`src/rtl/shifter_scan_ctrl_if.sv`:
```
// Requester/shifter-side bundle for shifter_scan_ctrl: request vector and
// per-requester data in, lane select / value / grant status out.
interface shifter_scan_ctrl_if #(
   parameter int unsigned DW = 8
);
   logic [3:0]    req;
   logic [DW-1:0] data0;
   logic [DW-1:0] data1;
   logic [DW-1:0] data2;
   logic [DW-1:0] data3;
   logic [1:0]    sel;
   logic [DW-1:0] cnt;
   logic [3:0]    grant;
   logic          busy;
   logic [3:0]    done;

   modport master (
      output req, data0, data1, data2, data3,
      input  sel, cnt, grant, busy, done
   );

   modport slave (
      input  req, data0, data1, data2, data3,
      output sel, cnt, grant, busy, done
   );
endinterface

```
`src/rtl/shifter_scan_ctrl.sv`:
```
// Round-robin scheduler sharing the 4-lane output shifter among four
// requesters; each grant holds the path for DWELL cycles then pulses done.
module shifter_scan_ctrl #(
   parameter int unsigned DWELL = 4,
   parameter int unsigned DW    = 8
) (
   input  logic                clk,
   input  logic                rst,
   shifter_scan_ctrl_if.slave  bus
);

   localparam logic [1:0] IDLE    = 2'd0;
   localparam logic [1:0] HOLD    = 2'd1;
   localparam logic [1:0] RELEASE = 2'd2;

   localparam logic [7:0] DWELL_M1 = 8'(DWELL - 1);

   logic [1:0]    state_q, state_d;
   logic [7:0]    ctr_q, ctr_d;
   logic [1:0]    ptr_q, ptr_d;
   logic [1:0]    sel_q, sel_d;
   logic [DW-1:0] cnt_q, cnt_d;
   logic [3:0]    grant_q, grant_d;
   logic          busy_q, busy_d;
   logic [3:0]    done_q, done_d;

   logic [DW-1:0] data_arr [4];
   logic [1:0]    win;
   logic [1:0]    idx;
   logic          found;

   always_comb begin
      data_arr[0] = bus.data0;
      data_arr[1] = bus.data1;
      data_arr[2] = bus.data2;
      data_arr[3] = bus.data3;
   end

   // Scan ptr+1 .. ptr+4 (mod 4) so the last winner has lowest priority.
   always_comb begin
      found = 1'b0;
      win   = ptr_q;
      idx   = '0;
      for (int unsigned k = 1; k <= 4; k++) begin
         idx = ptr_q + 2'(k);
         if (!found && bus.req[idx]) begin
            found = 1'b1;
            win   = idx;
         end
      end
   end

   // sel_q doubles as the winner index while in HOLD.
   always_comb begin
      state_d = state_q;
      ctr_d   = ctr_q;
      ptr_d   = ptr_q;
      sel_d   = sel_q;
      cnt_d   = cnt_q;
      grant_d = grant_q;
      busy_d  = busy_q;
      done_d  = '0;
      case (state_q)
         IDLE: begin
            if (found) begin
               sel_d   = win;
               cnt_d   = data_arr[win];
               grant_d = 4'b0001 << win;
               busy_d  = 1'b1;
               ctr_d   = DWELL_M1;
               state_d = HOLD;
            end
         end
         HOLD: begin
            if (!bus.req[sel_q] || ctr_q == '0) begin
               grant_d = '0;
               busy_d  = 1'b0;
               cnt_d   = '0;
               ptr_d   = sel_q;
               state_d = RELEASE;
               if (bus.req[sel_q]) begin
                  done_d = 4'b0001 << sel_q;
               end
            end else begin
               ctr_d = ctr_q - 8'd1;
            end
         end
         RELEASE: state_d = IDLE;
         default: state_d = IDLE;
      endcase
   end

   always_ff @(posedge clk) begin
      if (rst) begin
         state_q <= IDLE;
         ctr_q   <= '0;
         ptr_q   <= 2'd3;
         sel_q   <= '0;
         cnt_q   <= '0;
         grant_q <= '0;
         busy_q  <= 1'b0;
         done_q  <= '0;
      end else begin
         state_q <= state_d;
         ctr_q   <= ctr_d;
         ptr_q   <= ptr_d;
         sel_q   <= sel_d;
         cnt_q   <= cnt_d;
         grant_q <= grant_d;
         busy_q  <= busy_d;
         done_q  <= done_d;
      end
   end

   assign bus.sel   = sel_q;
   assign bus.cnt   = cnt_q;
   assign bus.grant = grant_q;
   assign bus.busy  = busy_q;
   assign bus.done  = done_q;

endmodule
```
`src/flat_wrapper.sv`:
```
// flat-port wrapper written by rule: the top's interface ports become plain ports
module shifter_scan_ctrl_flat 
#(
   parameter int unsigned DWELL = 4,
   parameter int unsigned DW    = 8
)
  (clk, rst, bus_req, bus_data0, bus_data1, bus_data2, bus_data3, bus_sel, bus_cnt, bus_grant, bus_busy, bus_done);
  shifter_scan_ctrl_if #(.DW(DW)) bus_i ();
  input  logic clk;
  input  logic rst;
  input wire logic [$bits(bus_i.req)-1:0] bus_req;
  input wire logic [$bits(bus_i.data0)-1:0] bus_data0;
  input wire logic [$bits(bus_i.data1)-1:0] bus_data1;
  input wire logic [$bits(bus_i.data2)-1:0] bus_data2;
  input wire logic [$bits(bus_i.data3)-1:0] bus_data3;
  output wire logic [$bits(bus_i.sel)-1:0] bus_sel;
  output wire logic [$bits(bus_i.cnt)-1:0] bus_cnt;
  output wire logic [$bits(bus_i.grant)-1:0] bus_grant;
  output wire logic [$bits(bus_i.busy)-1:0] bus_busy;
  output wire logic [$bits(bus_i.done)-1:0] bus_done;
  assign bus_i.req = bus_req;
  assign bus_i.data0 = bus_data0;
  assign bus_i.data1 = bus_data1;
  assign bus_i.data2 = bus_data2;
  assign bus_i.data3 = bus_data3;
  assign bus_sel = bus_i.sel;
  assign bus_cnt = bus_i.cnt;
  assign bus_grant = bus_i.grant;
  assign bus_busy = bus_i.busy;
  assign bus_done = bus_i.done;
  shifter_scan_ctrl #(.DWELL(DWELL), .DW(DW)) u_core (.clk(clk), .rst(rst), .bus(bus_i));
endmodule
```
`config.mk`:
```
export PLATFORM = sky130hd
export DESIGN_NAME = shifter_scan_ctrl_flat
export DESIGN_NICKNAME = d
export VERILOG_FILES = /design/src/rtl/shifter_scan_ctrl_if.sv /design/src/rtl/shifter_scan_ctrl.sv /design/src/flat_wrapper.sv
export SDC_FILE = /design/constraint.sdc
export NUM_CORES = 1
export LEC_CHECK = 0
export CORE_ASPECT_RATIO = 0.8
export CORE_UTILIZATION = 51
export CTS_CLUSTER_DIAMETER = 150
export DETAILED_ROUTE_END_ITERATION = 16
export DONT_BUFFER_PORTS = 1
export PLACE_DENSITY_LB_ADDON = 0.15
export SLEW_MARGIN = 20
export SYNTH_ARGS = -nofsm -noshare
export SYNTH_HDL_FRONTEND = slang
export SYNTH_SLANG_ARGS = --single-unit
```
`constraint.sdc`:
```
create_clock -name clk -period 4.9 [get_ports clk]
set_input_delay 0.49 -clock clk [delete_from_list [all_inputs] [get_ports clk]]
set_output_delay 0.49 -clock clk [all_outputs]
set_load 0.01 [all_outputs]
```
==> results, run 1 <==
- The run finished with clean final reports.
- 0 antenna diodes ended up in the layout.
- Summed over all instances, the cell type with the most area after synthesis is dfxtp_1.
- The total wire length is 3700 microns.
- CTS placed an instance of clkbuf_8 at the clock tree root.
- Ranked by total cell area, the synthesized netlist is headed by dfxtp_1, mux2i_1, o211ai_1, a21bo_2, nor2_1.
- The ratio of final minimum period to clock period is 44.1%.
- The post-synthesis instance total is 179.
- The number of placement rows is 17.
- The share of synthesized area in the top cell type comes to 39.0%.
- For this configuration, the core starts out at a cell density of 55.8%.
- The die span in x is 64.5 microns.
- Across the routed clock network, the largest skew measured is 0.00925 ns.
- Counting I/O delays and the setup requirement, the final critical path takes 2.16 ns.
- The average footprint of a synthesized cell is 8.89 sq um.
- STA classifies the critical path endpoint as a flop.
- The via count of the first global-routing pass was 1,303.
- For this run, asynchronously set or reset flops after synthesis account for 0%.
- Clock latency on the worst-skew pair, taken at its later pin, is 0.28 ns.
- The maximum level of the CTS H-tree is 2.
- The initial antenna violation count was 0.
- In the synthesized netlist the dominant register cell turns out to be dfxtp_1.
- In the final layout, the multi-input gates occupy 906 sq um.
- The analysis attributes to cell leakage a power of 0.000694 uW.
- The setup TNS after final layout is 0 ns.
- Setup violations remaining at the end of the flow were counted as 0.
- Fill cells in the final layout number 262.
- The post-detailed-route count of antenna-violating nets is 0.
- In the final layout, the share of cells above drive strength 1 is 12.2%.
- The number of pins with negative max-slew slack in the final report is 0.
- Entering global routing, the biggest net connects 15 pins.
- The number of hold violations in the final report came to 0.
- The total power density per cell area is 488 nW/um^2.
- Clock-pin slew was measured on the worst setup and hold paths at 0.07 ns.
- The final routed wire length divided by cell count is 17.0 microns.
- The post-synthesis instance area is 1590 sq um.
- Counting flops with a built-in enable in the synthesized netlist gives 0.
- In this run the most critical hold path is launched from rst.
- The final layout contains 219 nets.
- The die outline height is 52.0 microns.
- The count of routing violations after the opening detailed-route iteration is 116.
- The first TritonRoute pass finished after 4 iterations.
- The number of maximum-capacitance violations is 0.
- The worst endpoint data arrival time is 2.32 ns.
- Routability-driven placement finished with a final weighted congestion of 0.775.
- Based on the critical path, the design can be clocked at up to 463 MHz.
- The total of buffers placed on input and output ports is 0.
- The relative slew slack is 34.4%.
- The critical path launch point is u_core.ptr_q[0]$_SDFFE_PP1P_.
- The share of the yosys chip area belonging to registers is 39.0%.
- STA classifies the critical path startpoint as a flop.
- For this design, the sink count on the clock tree is 31.
- TritonCTS built the clock tree.
- Synthesis produced a netlist with a net count of 219.
- The synthesized netlist contains 36 unique library cells.
- The number of resized instances in the post-cts repair step is 0.
- The clock tree buffer depth is 2.
- The sum of overflow across all layers after global routing is 0.
- Across every metal layer, demand over resource in global routing totals 25.3%.
- The register cell area after layout is 621 sq um.
- The worst hold-check path type is in -> reg.
- The actual transition at the worst max-transition pin is 0.978 ns.
- The total half-perimeter wirelength after legalization and detailed placement is 2780 microns.
- The number of register bits inferred by synthesis is 31.
- The detailed router placed 1,335 vias in this run.
- In the routed layout, each cell is associated on average with a via count of 6.12.
- Setup repair after global routing left no endpoint under its margin.
- The total die area is 3350 sq um.
- The peak fanout along the critical path is 11.
- The number of buffers added by the clock tree synthesis step is 5.
- The category of the most critical setup path is reg -> reg.
- The count of yosys warnings during synthesis is 0.
- The first global-routing pass estimated 6200 microns of wire.
- 57 I/O pins were placed.
- In the routed design, unresolved DRC markers number 0.
- The endpoint required time on the critical path is 5.06 ns.
- The number of hold buffers added after CTS was 0.
- The total area inside the core boundary comes to 2850 sq um.
- The utilization of the core after routing is 60.3%.
- The launch instance of the worst register-to-register path is u_core.ptr_q[0]$_SDFFE_PP1P_.
- The layout-stage area growth over the synthesis result is 7.94%.
- Post-CTS timing repair inserted 0 buffers for setup.
- The worst-case IR drop observed on VDD is 0.213 mV.
[layout by cell type (no fill, tap or decap)]
cell type / n
dfxtp_1: 31
nor2_1: 19
nand2_1: 16
o211ai_1: 12
mux2i_1: 10
nand4_1: 9
o31ai_1: 9
a21bo_2: 8
nor3_1: 6
xor2_1: 6
clkbuf_8: 6
inv_1: 5
nor2b_1: 5
o21ai_1: 5
o21ai_0: 3
nand3_1: 3
and2_1: 3
a21oi_1: 3
a211oi_1: 2
a22o_1: 2
ha_1: 2
nand2b_1: 1
nor4_1: 1
o21a_1: 1
o21ba_2: 1
nor3_2: 1
o21bai_1: 1
and4b_1: 1
or4_4: 1
or3b_2: 1
mux4_2: 1
o211a_1: 1
nor4bb_1: 1
bufinv_16: 1
clkinv_2: 1
buf_4: 1
[cell families (layout without fill, tap and decap cells)]
| kind of cell | count (synthesis) | after routing | synth area share [%] |
|---|---|---|---|
| adders and majority gates | 2 | 2 | 1.57 |
| muxes | 11 | 11 | 7.70 |
| xor gates and xnor gates | 6 | 6 | 3.30 |
| and+or+nand+nor | 68 | 68 | 21.7 |
| AOI/OAI and AO/OA | 48 | 48 | 22.6 |
| DFF | 31 | 31 | 39.0 |
| buffers and inverters | 13 | 14 | 4.09 |
[per-layer routing]
layer,wire (microns),track usage [%]
met5,0,0
met4,58,10.7
met3,252,7.24
met2,1730,39.3
met1,1660,32.7
[critical path, cell delays in order (launching register included)]
cell and delay, ns:
dfxtp_1 0.40, nor2b_1 0.10, o21a_1 0.30, nor3_2 0.82, mux2i_1 0.30, o211ai_1 0.10
[worst paths after layout]
path                                      end  slack (ns)  cells past startpoint
max            u_core.bus.cnt[4]$_SDFFE_PP0P_        2.74                      5
min            u_core.bus.sel[0]$_SDFFE_PP0P_        0.27                      1
max reg2reg    u_core.bus.cnt[4]$_SDFFE_PP0P_        2.74                      5
min reg2reg  u_core.bus.grant[3]$_SDFFE_PP0P_        0.53                      2
[metrics by stage]
stage	total power [uW]	instances	hold slack (ns)	worst slack [ns]	instance area [sq um]
2_1_floorplan	540	179	0.472	3.07	1590
3_3_place_gp	573	210	0.494	2.66	1600
3_5_place_dp	584	210	0.500	2.59	1600
4_1_cts	841	218	0.268	2.73	1720
5_1_grt	890	218	0.260	2.57	1720
6_report	839	218	0.267	2.74	1720
[where the power goes]
part	switching (uW)	internal (uW)
sequential	52.0	297
clock	94.6	164
combinational	130	102
[sequential cells by signal, summed over array words and instances, names as in the netlist]
name / cells
u_core.bus.busy: 1
u_core.bus.cnt: 8
u_core.bus.done: 4
u_core.bus.grant: 4
u_core.bus.sel: 2
u_core.ctr_q: 8
u_core.ptr_q: 2
u_core.state_q: 2
[cell type report]
cell class | count | area share [%]
multi-input combinational | 135 | 52.7
sequential | 31 | 36.1
clock buffer | 6 | 4.81
tap | 38 | 2.77
clock inverter | 2 | 2.04
inverter | 5 | 1.09
timing repair buffer | 1 | 0.437
[cell usage after synthesis, types with 2 or more instances]
master and n:
o31ai_1 9, nand3_1 3, nor3_1 6, ha_1 2, o21ai_0 3, nand4_1 9
clkbuf_1 2, nor2_1 19, o211ai_1 12, nand2_1 16, a22o_1 2, a21bo_2 8
inv_1 5, and2_1 3, xor2_1 6, a211oi_1 2, nor2b_1 5, buf_2 4
dfxtp_1 31, o21ai_1 5, mux2i_1 10, a21oi_1 3
(Power assumes the default switching activity.)
==> inputs of run 2 (changes only) <==
==> constraint.sdc (replaced) <==
create_clock -name clk -period 2.1 [get_ports clk]
set_input_delay 0.21 -clock clk [delete_from_list [all_inputs] [get_ports clk]]
set_output_delay 0.21 -clock clk [all_outputs]
set_load 0.01 [all_outputs]
==> run 2 against run 1 <==
Clock skew decreased by 0.0063 ns. Critical endpoint is now u_core.ctr_q[4]$_SDFFE_PP0P_. Highest routed layer unchanged. Via count increased by 0.67%. Largest power group unchanged. Sequential power increased by 130%.
==> results, run 2 (synthesis gave the netlist of run 1 again) <==
- The run finished with clean final reports.
- The DRC violations left is 0 (unchanged).
- The highest clock frequency the design can meet is 517 MHz (+12%).
- The starting utilization of the core area is 55.8% (unchanged).
- The count of TritonRoute iterations in the first routing pass is 4 (unchanged).
- The sum of overflow across all layers after global routing is 0 (unchanged).
- The library cell used most frequently in the layout, excluding fill and tap cells, is dfxtp_1.
- Setup repair after global routing left no endpoint under its margin.
- The worst hold path begins at rst.
- The number of pins with negative max-slew slack in the final report came to 0 (unchanged).
- The clock latency reported for the late side of the worst-skew pair is 0.28 ns (about the same).
- The average vias per placed instance is 6.03 (-1.6%).
- The worst endpoint data arrival time is 2.12 ns (-0.20 ns).
- The worst setup slack for register-to-register paths is 0.16 ns (-2.58 ns).
- The layout cell share with drive strength beyond 1 was 14.6% (+2.4 points).
- The peak fanout along the critical path is 10 (-1).
- The die span in x came to 64.5 microns (unchanged).
- The count of cells along the worst hold path is 2 (+1).
- The setup TNS after final layout is 0 ns (unchanged).
- The post-detailed-route count of antenna-violating nets is 0 (unchanged).
- The share of total power in combinational logic is 30.3% (+2.7 points).
- The met2 routing resource usage after global routing is 32.6% (-6.7 points).
- The count of inserted antenna diode cells is 0 (unchanged).
- The kind of end point of the critical path is a flop.
- The number of vias in the routed layout is 1,344 (+0.67%).
- The relative slew slack is 59.6% (+25 points).
- The total instance count after detailed placement was 214 (+1.9%).
- The top-level I/O count came to 57 (unchanged).
- The total die area is 3350 sq um (unchanged).
- The total leakage power is 0.000707 uW (+1.9%).
- The layout net count is 224 (+2.3%).
- The number of placement rows is 17 (unchanged).
- The clock tree buffer depth is 2 (unchanged).
- The total of buffers placed on input and output ports came to 0 (unchanged).
- The switching part of the total power is 34.2% (+1.3 points).
- The maximum number of pins on one net before global-route repair is 14 (-1).
- The maximum level of the CTS H-tree was 2 (unchanged).
- The total half-perimeter wirelength after legalization and detailed placement was 2630 microns (-5.5%).
- The first-pass GRT wire length was 5720 microns (-7.7%).
- The die outline height is 52.0 microns (unchanged).
- The share of total power in the clock network is 27.5% (-3.4 points).
- The total wire length came to 3600 microns (-2.7%).
- The fraction of met1 tracks used by global routing is 33.2% (+0.45 points).
- The path depth of the worst reg2reg path came to 7 (+2).
- The number of hold violations in the final report was 0 (unchanged).
- The launch instance of the worst register-to-register path is u_core.ctr_q[0]$_SDFFE_PP0P_.
- The global routing usage on met3 came to 6.36% (-0.88 points).
- The worst register-to-register path ends at u_core.ctr_q[4]$_SDFFE_PP0P_.
- The aggregate global-route resource usage came to 23.0% (-2.2 points).
- The count of placed standard cells in the final layout, fillers left out came to 223 (+2.3%).
- The layout-stage area growth over the synthesis result is 9.83%.
- The cell sitting at the root of the clock tree is a clkbuf_8.
- The initial antenna violation count is 0 (unchanged).
- The ratio of final minimum period to clock period came to 92.2% (+48 points).
- The number of setup buffers added after CTS is 0 (unchanged).
- The global placement routability congestion is 0.737 (-5.0%).
- The count of routing violations after the opening detailed-route iteration was 73 (-37%).
- The number of buffers added by the clock tree synthesis step is 5 (unchanged).
- The category of the most critical setup path is reg -> reg.
- The path with the worst hold slack has its endpoint at u_core.ptr_q[0]$_SDFFE_PP1P_.
- The maximum resistive drop on vdd is 0.454 mV (+110%).
- The via count of the first global-routing pass is 1,202 (-7.8%).
- The clock skew is 0.00297 ns (-0.00628 ns).
- The setup violation total in the final timing report came to 0 (unchanged).
- The number of maximum-capacitance violations came to 0 (unchanged).
- The share of total power in sequential cells came to 42.2% (+0.7 points).
- The actual transition at the worst max-transition pin is 0.605 ns (-0.373 ns).
- The design internal power is 1250 uW (+120%).
- STA classifies the critical path startpoint as a flop.
- In the layout the commonest cells are dfxtp_1, nor2_1, nand2_1, o211ai_1, mux2i_1.
- The area of the core region is 2850 sq um (unchanged).
- The shortest clock period the worst path allows after layout came to 1.94 ns (-0.224 ns).
- The clock slew at the register clock pins of the worst setup and hold paths is 0.07 ns (about the same).
- The total power density per cell area is 1080 nW/um^2 (+120%).
- The clock tree from TritonCTS is built.
- The net switching power figure came to 649 uW (+130%).
- The utilization of the core after routing was 61.3% (+1.1 points).
- met1 is the most crowded layer.
- The clock sink count is 31 (unchanged).
- The endpoint required time on the critical path is 2.28 ns (-2.78 ns).
- The final routed wire length divided by cell count came to 16.1 microns (-4.9%).
- The min-delay analysis places its worst path in the category in -> reg.
[run 2: cell count changes in the layout (fill, tap and decap cells not counted), sizes merged]
cell / before / now
buf: 1 / 5
bufinv: 1 / 0
clkbuf: 6 / 7
clkinv: 1 / 0
clkinvlp: 0 / 1
dlygate4sd3: 0 / 1
[run 2: repair_timing]
action | in CTS | in global routing
gates resized for setup | 0 | 1
hold endpoints to repair | 5 | 0
hold buffers | 1 | 0
endpoints found under the setup margin | 0 | 8
[run 2: layer usage]
layer,wire length [microns],vias to the layer above
met4,47,0
li1,-,667
met2,1580,42
met1,1730,629
met3,243,6
met5,0,-
[run 2: power groups by stage]
stage / registers, uW / logic, uW / clock network [uW]
final: 799 / 575 / 520
after global routing: 813 / 646 / 553
after CTS: 800 / 571 / 522
after detailed placement: 811 / 565 / 0
after global placement: 807 / 547 / 0
after floorplan: 799 / 460 / 0
[run 2: per-stage QoR]
stage,hold slack [ns],total power (uW),setup WS (ns),instance area [sq um]
after floorplan,0.282,1260,0.271,1590
after global placement,0.284,1350,0.233,1630
after detailed placement,0.285,1380,0.158,1630
after CTS,0.125,1890,0.129,1740
after global routing,0.141,2010,0.0136,1750
final,0.134,1890,0.164,1750
[run 2: layout make-up]
cell class | instances | area (sq um)
clock buffers | 7 | 96.3
clock inverters | 1 | 7.51
fillers | 267 | 1100
inverters | 5 | 18.8
multi-input cells | 135 | 910
flip-flops and latches | 31 | 621
well taps | 38 | 47.5
repair buffers | 6 | 47.5
[run 2: worst max path at each step]
stage / to / depth (start not counted) / slack, ns / startpoint
after detailed placement: u_core.bus.cnt[5]$_SDFFE_PP0P_ / 7 / 0.16 / u_core.ctr_q[0]$_SDFFE_PP0P_
after floorplan: u_core.ctr_q[4]$_SDFFE_PP0P_ / 8 / 0.27 / u_core.ctr_q[0]$_SDFFE_PP0P_
after global routing: u_core.ctr_q[7]$_SDFFE_PP0P_ / 7 / 0.01 / u_core.ctr_q[0]$_SDFFE_PP0P_
final: u_core.ctr_q[4]$_SDFFE_PP0P_ / 7 / 0.16 / u_core.ctr_q[0]$_SDFFE_PP0P_
after CTS: u_core.bus.cnt[3]$_SDFFE_PP0P_ / 7 / 0.13 / u_core.ctr_q[0]$_SDFFE_PP0P_
after global placement: u_core.bus.cnt[3]$_SDFFE_PP0P_ / 7 / 0.23 / u_core.ctr_q[0]$_SDFFE_PP0P_
[run 2: worst max-delay path, stage by stage (launching register included)]
cell	delay, ns
dfxtp_1	0.33
inv_1	0.11
ha_1	0.14
or3b_2	0.47
o211a_1	0.33
o211ai_1	0.23
xor2_1	0.17
nor2_1	0.05
==> inputs of run 3 (changes only) <==
--- a/config.mk
+++ b/config.mk
@@ -6,10 +6,9 @@
 export NUM_CORES = 1
 export LEC_CHECK = 0
 export CORE_ASPECT_RATIO = 0.8
-export CORE_UTILIZATION = 51
+export CORE_UTILIZATION = 44
 export CTS_CLUSTER_DIAMETER = 150
 export DETAILED_ROUTE_END_ITERATION = 16
-export DONT_BUFFER_PORTS = 1
 export PLACE_DENSITY_LB_ADDON = 0.15
 export SLEW_MARGIN = 20
 export SYNTH_ARGS = -nofsm -noshare
==> run 3 against run 2 <==
Critical path depth unchanged. Sequential power shrank 3.9%. Fmax down 2.5%. Worst setup slack got worse by 0.050 ns. Wire length grew 21%. Global-route usage decreased by 0.16 points. Cell count is 29% higher. Sequential cell count stayed put. Via count grew 17%. Non-clock buffer count grew 60. Combinational power is 46% higher.
==> results, run 3 (synthesis gave the netlist of run 1 again) <==
- The worst endpoint data arrival time came to 2.16 ns (+0.04 ns).
- The final routed wire length divided by cell count is 15.2 microns (-6.0%).
- The clock tree root buffer cell is clkbuf_8.
- The die span in x was 69.2 microns (+7.4%).
- The clock slew at the register clock pins of the worst setup and hold paths is 0.07 ns (about the same).
- The number of maximum-capacitance violations was 0 (unchanged).
- The share of total power in the clock network is 27.3% (-0.2 points).
- The layout cell share with drive strength beyond 1 is 13.1% (-1.5 points).
- The maximum resistive drop on vdd was 0.480 mV (+5.9%).
- The critical path launch point is u_core.ctr_q[0]$_SDFFE_PP0P_.
- The number of pins with negative max-slew slack in the final report is 0 (unchanged).
- The launch instance of the worst register-to-register path is u_core.ctr_q[0]$_SDFFE_PP0P_.
- The kind of end point of the critical path is a flop.
- The critical path goes through inv_1 > ha_1 > or3b_2 > o211a_2 > o211ai_1 > xor2_1 > nor2_1.
- The path depth of the worst reg2reg path came to 7 (unchanged).
- The share of total power in sequential cells came to 34.7% (-7.5 points).
- The clock skew was 0.00533 ns (+0.00236 ns).
- The aggregate global-route resource usage came to 22.9% (-0.16 points).
- The initial antenna violation count came to 0 (unchanged).
- The global placement routability congestion is 0.874 (+19%).
- The peak fanout along the critical path is 10 (unchanged).
- In this run the worst hold path is classified as reg -> reg.
- The first-pass GRT wire length is 6990 microns (+22%).
- The layout net count is 284 (+27%).
- The average vias per placed instance was 5.46 (-9.3%).
- The sum of overflow across all layers after global routing is 0 (unchanged).
- The clock sink count was 31 (unchanged).
- The total stage count of the critical path came to 7 (unchanged).
- The worst hold slack is 0.462 ns (+0.328 ns).
- The share of total power in combinational logic is 38.0% (+7.7 points).
- The count of filler cells inserted in the layout was 274 (+2.6%).
- The kind of launch point of the worst setup path is a flop.
- The area growth from synthesis to layout is 48.5%.
- The ratio of final minimum period to clock period is 94.5% (+2.4 points).
- The number of buffers added to fix hold violations after cts is 0 (-1).
- The area of all placed cells without fillers was 2360 sq um (+35%).
- The family with the most delay on the worst path is compound AO/OA/AOI/OAI gates.
- The relative slew slack is 72.6% (+13 points).
- The critical path is of the reg -> reg type.
- The flow ran to the end, and the final reports show no timing, DRC or antenna violations.
- The switching part of the total power is 31.5% (-2.7 points).
- The clock tree buffer depth is 2 (unchanged).
- The setup TNS after final layout is 0 ns (unchanged).
- The maximum level of the CTS H-tree is 2 (unchanged).
- The worst setup slack for register-to-register paths is 0.11 ns (-0.05 ns).
- The die outline height was 55.8 microns (+7.4%).
- The worst-path cell with the longest stage delay is or3b_2.
- Leaving out fill and tap cells, the most frequent cells in the layout are clkdlybuf4s50_1, dfxtp_1, nor2_1, nand2_1, o211ai_1.
- The top-level I/O count is 57 (unchanged).
- The design internal power was 1520 uW (+22%).
- The number of buffers and inverters on the critical path is 1 (unchanged).
- The shortest clock period the worst path allows after layout was 1.99 ns (+0.0497 ns).
- The number of hold violations in the final report was 0 (unchanged).
- The via count of the first global-routing pass is 1,536 (+28%).
- The count of inserted antenna diode cells is 0 (unchanged).
- The total power density per cell area is 936 nW/um^2 (-14%).
- The total die area is 3860 sq um (+15%).
- The total leakage power is 0.000946 uW (+34%).
- In this run the critical register-to-register path is captured at u_core.ctr_q[4]$_SDFFE_PP0P_.
- The longest individual stage delay on the worst path was 0.48 ns (about the same).
- The net switching power figure is 698 uW (+7.6%).
- The count of routing violations after the opening detailed-route iteration is 83 (+14%).
- The DRC violations left is 0 (unchanged).
- The total wire length is 4360 microns (+21%).
- The clock latency reported for the late side of the worst-skew pair was 0.28 ns (about the same).
- The number of buffers added by the clock tree synthesis step was 5 (unchanged).
- TritonCTS built the clock tree.
- The maximum number of pins on one net before global-route repair is 14 (unchanged).
- The total half-perimeter wirelength after legalization and detailed placement came to 3260 microns (+24%).
- The endpoint required time on the critical path is 2.27 ns (about the same).
- The count of TritonRoute iterations in the first routing pass is 4 (unchanged).
- The highest clock frequency the design can meet is 504 MHz (-2.5%).
- The setup violation total in the final timing report is 0 (unchanged).
- The endpoint of the most critical setup path is u_core.ctr_q[4]$_SDFFE_PP0P_.
- Leaving out fill and tap cells, the most frequent cell in the layout is clkdlybuf4s50_1.
- The post-detailed-route count of antenna-violating nets is 0 (unchanged).
- The starting utilization of the core area is 46.2% (-9.7 points).
- The area of the core region is 3450 sq um (+21%).
- The post-detailed-placement cell area was 2250 sq um (+38%).
- Setup repair after global routing left no endpoint under its margin.
- The utilization of the core after routing is 68.6% (+7.2 points).
- The actual transition at the worst max-transition pin was 0.410 ns (-0.195 ns).
- The number of placement rows is 19 (+2).
- The total of buffers placed on input and output ports came to 56 (+56).
- The number of vias in the routed layout is 1,568 (+17%).
-- run 3: cell types whose count changed in the layout (fill, tap and decap cells not counted), sizes merged --
cell	previous run	this run
clkinv	0	1
clkbuf	7	6
clkdlybuf4s50	0	56
dlygate4sd3	1	0
clkinvlp	1	0
buf	5	10
bufinv	0	1
-- run 3: repair_timing --
action                     CTS  global route
buffers inserted             0             0
gates resized for setup      0             1
setup endpoints to repair    0             1
-- run 3: layout make-up --
type | count | area, sq um | area share [%]
clock buffers | 6 | 82.6 | 3.49
clock inverters | 2 | 35.0 | 1.48
inverters | 5 | 18.8 | 0.794
flip-flops and latches | 31 | 621 | 26.3
repair buffers | 66 | 648 | 27.4
multi-input cells | 135 | 906 | 38.3
well taps | 42 | 52.6 | 2.22
-- run 3: stage by stage --
step	cells	setup slack, ns	total power, uW
2_1_floorplan	179	0.271	1260
3_3_place_gp	279	0.0779	1570
3_5_place_dp	279	0.0196	1610
4_1_cts	287	0.0982	2220
5_1_grt	287	0.0100	2330
6_report	287	0.115	2210
-- run 3: per-layer routing --
metal / vias up / part of all wire [%] / global-route usage (%) / wire [microns]
met2: 47 / 46 / 36.9 / 1990
met4: 0 / 0.67 / 7.29 / 29
li1: 784 / - / - / -
met3: 4 / 4.8 / 5.98 / 211
met5: - / 0 / 0 / 0
met1: 733 / 49 / 30.0 / 2120
-- run 3: power groups by stage --
stage,combinational [uW],sequential [uW],clock [uW]
2_1_floorplan,460,799,0
3_3_place_gp,800,773,0
3_5_place_dp,828,777,0
4_1_cts,836,765,619
5_1_grt,907,780,645
6_report,841,768,605
-- run 3: worst min-delay path by stage --
stage                                                start                               end  cells past startpoint
final                     u_core.bus.grant[2]$_SDFFE_PP0P_  u_core.bus.grant[2]$_SDFFE_PP0P_                      2
after global routing      u_core.bus.grant[0]$_SDFFE_PP0P_  u_core.bus.grant[0]$_SDFFE_PP0P_                      1
after CTS                 u_core.bus.grant[2]$_SDFFE_PP0P_  u_core.bus.grant[2]$_SDFFE_PP0P_                      2
after detailed placement  u_core.bus.grant[2]$_SDFFE_PP0P_  u_core.bus.grant[2]$_SDFFE_PP0P_                      2
after global placement    u_core.bus.grant[2]$_SDFFE_PP0P_  u_core.bus.grant[2]$_SDFFE_PP0P_                      2
after floorplan                                        rst      u_core.bus.busy$_SDFFE_PP0P_                      1
-- run 3: worst register-to-register path: cells and delay by family (launching register included) --
kind | cells | cell delay, ns
compound gates | 2 | 0.55
buf+inv | 1 | 0.10
fa+ha+maj | 1 | 0.16
simple gates | 2 | 0.53
xor+xnor | 1 | 0.21
flops | 1 | 0.32
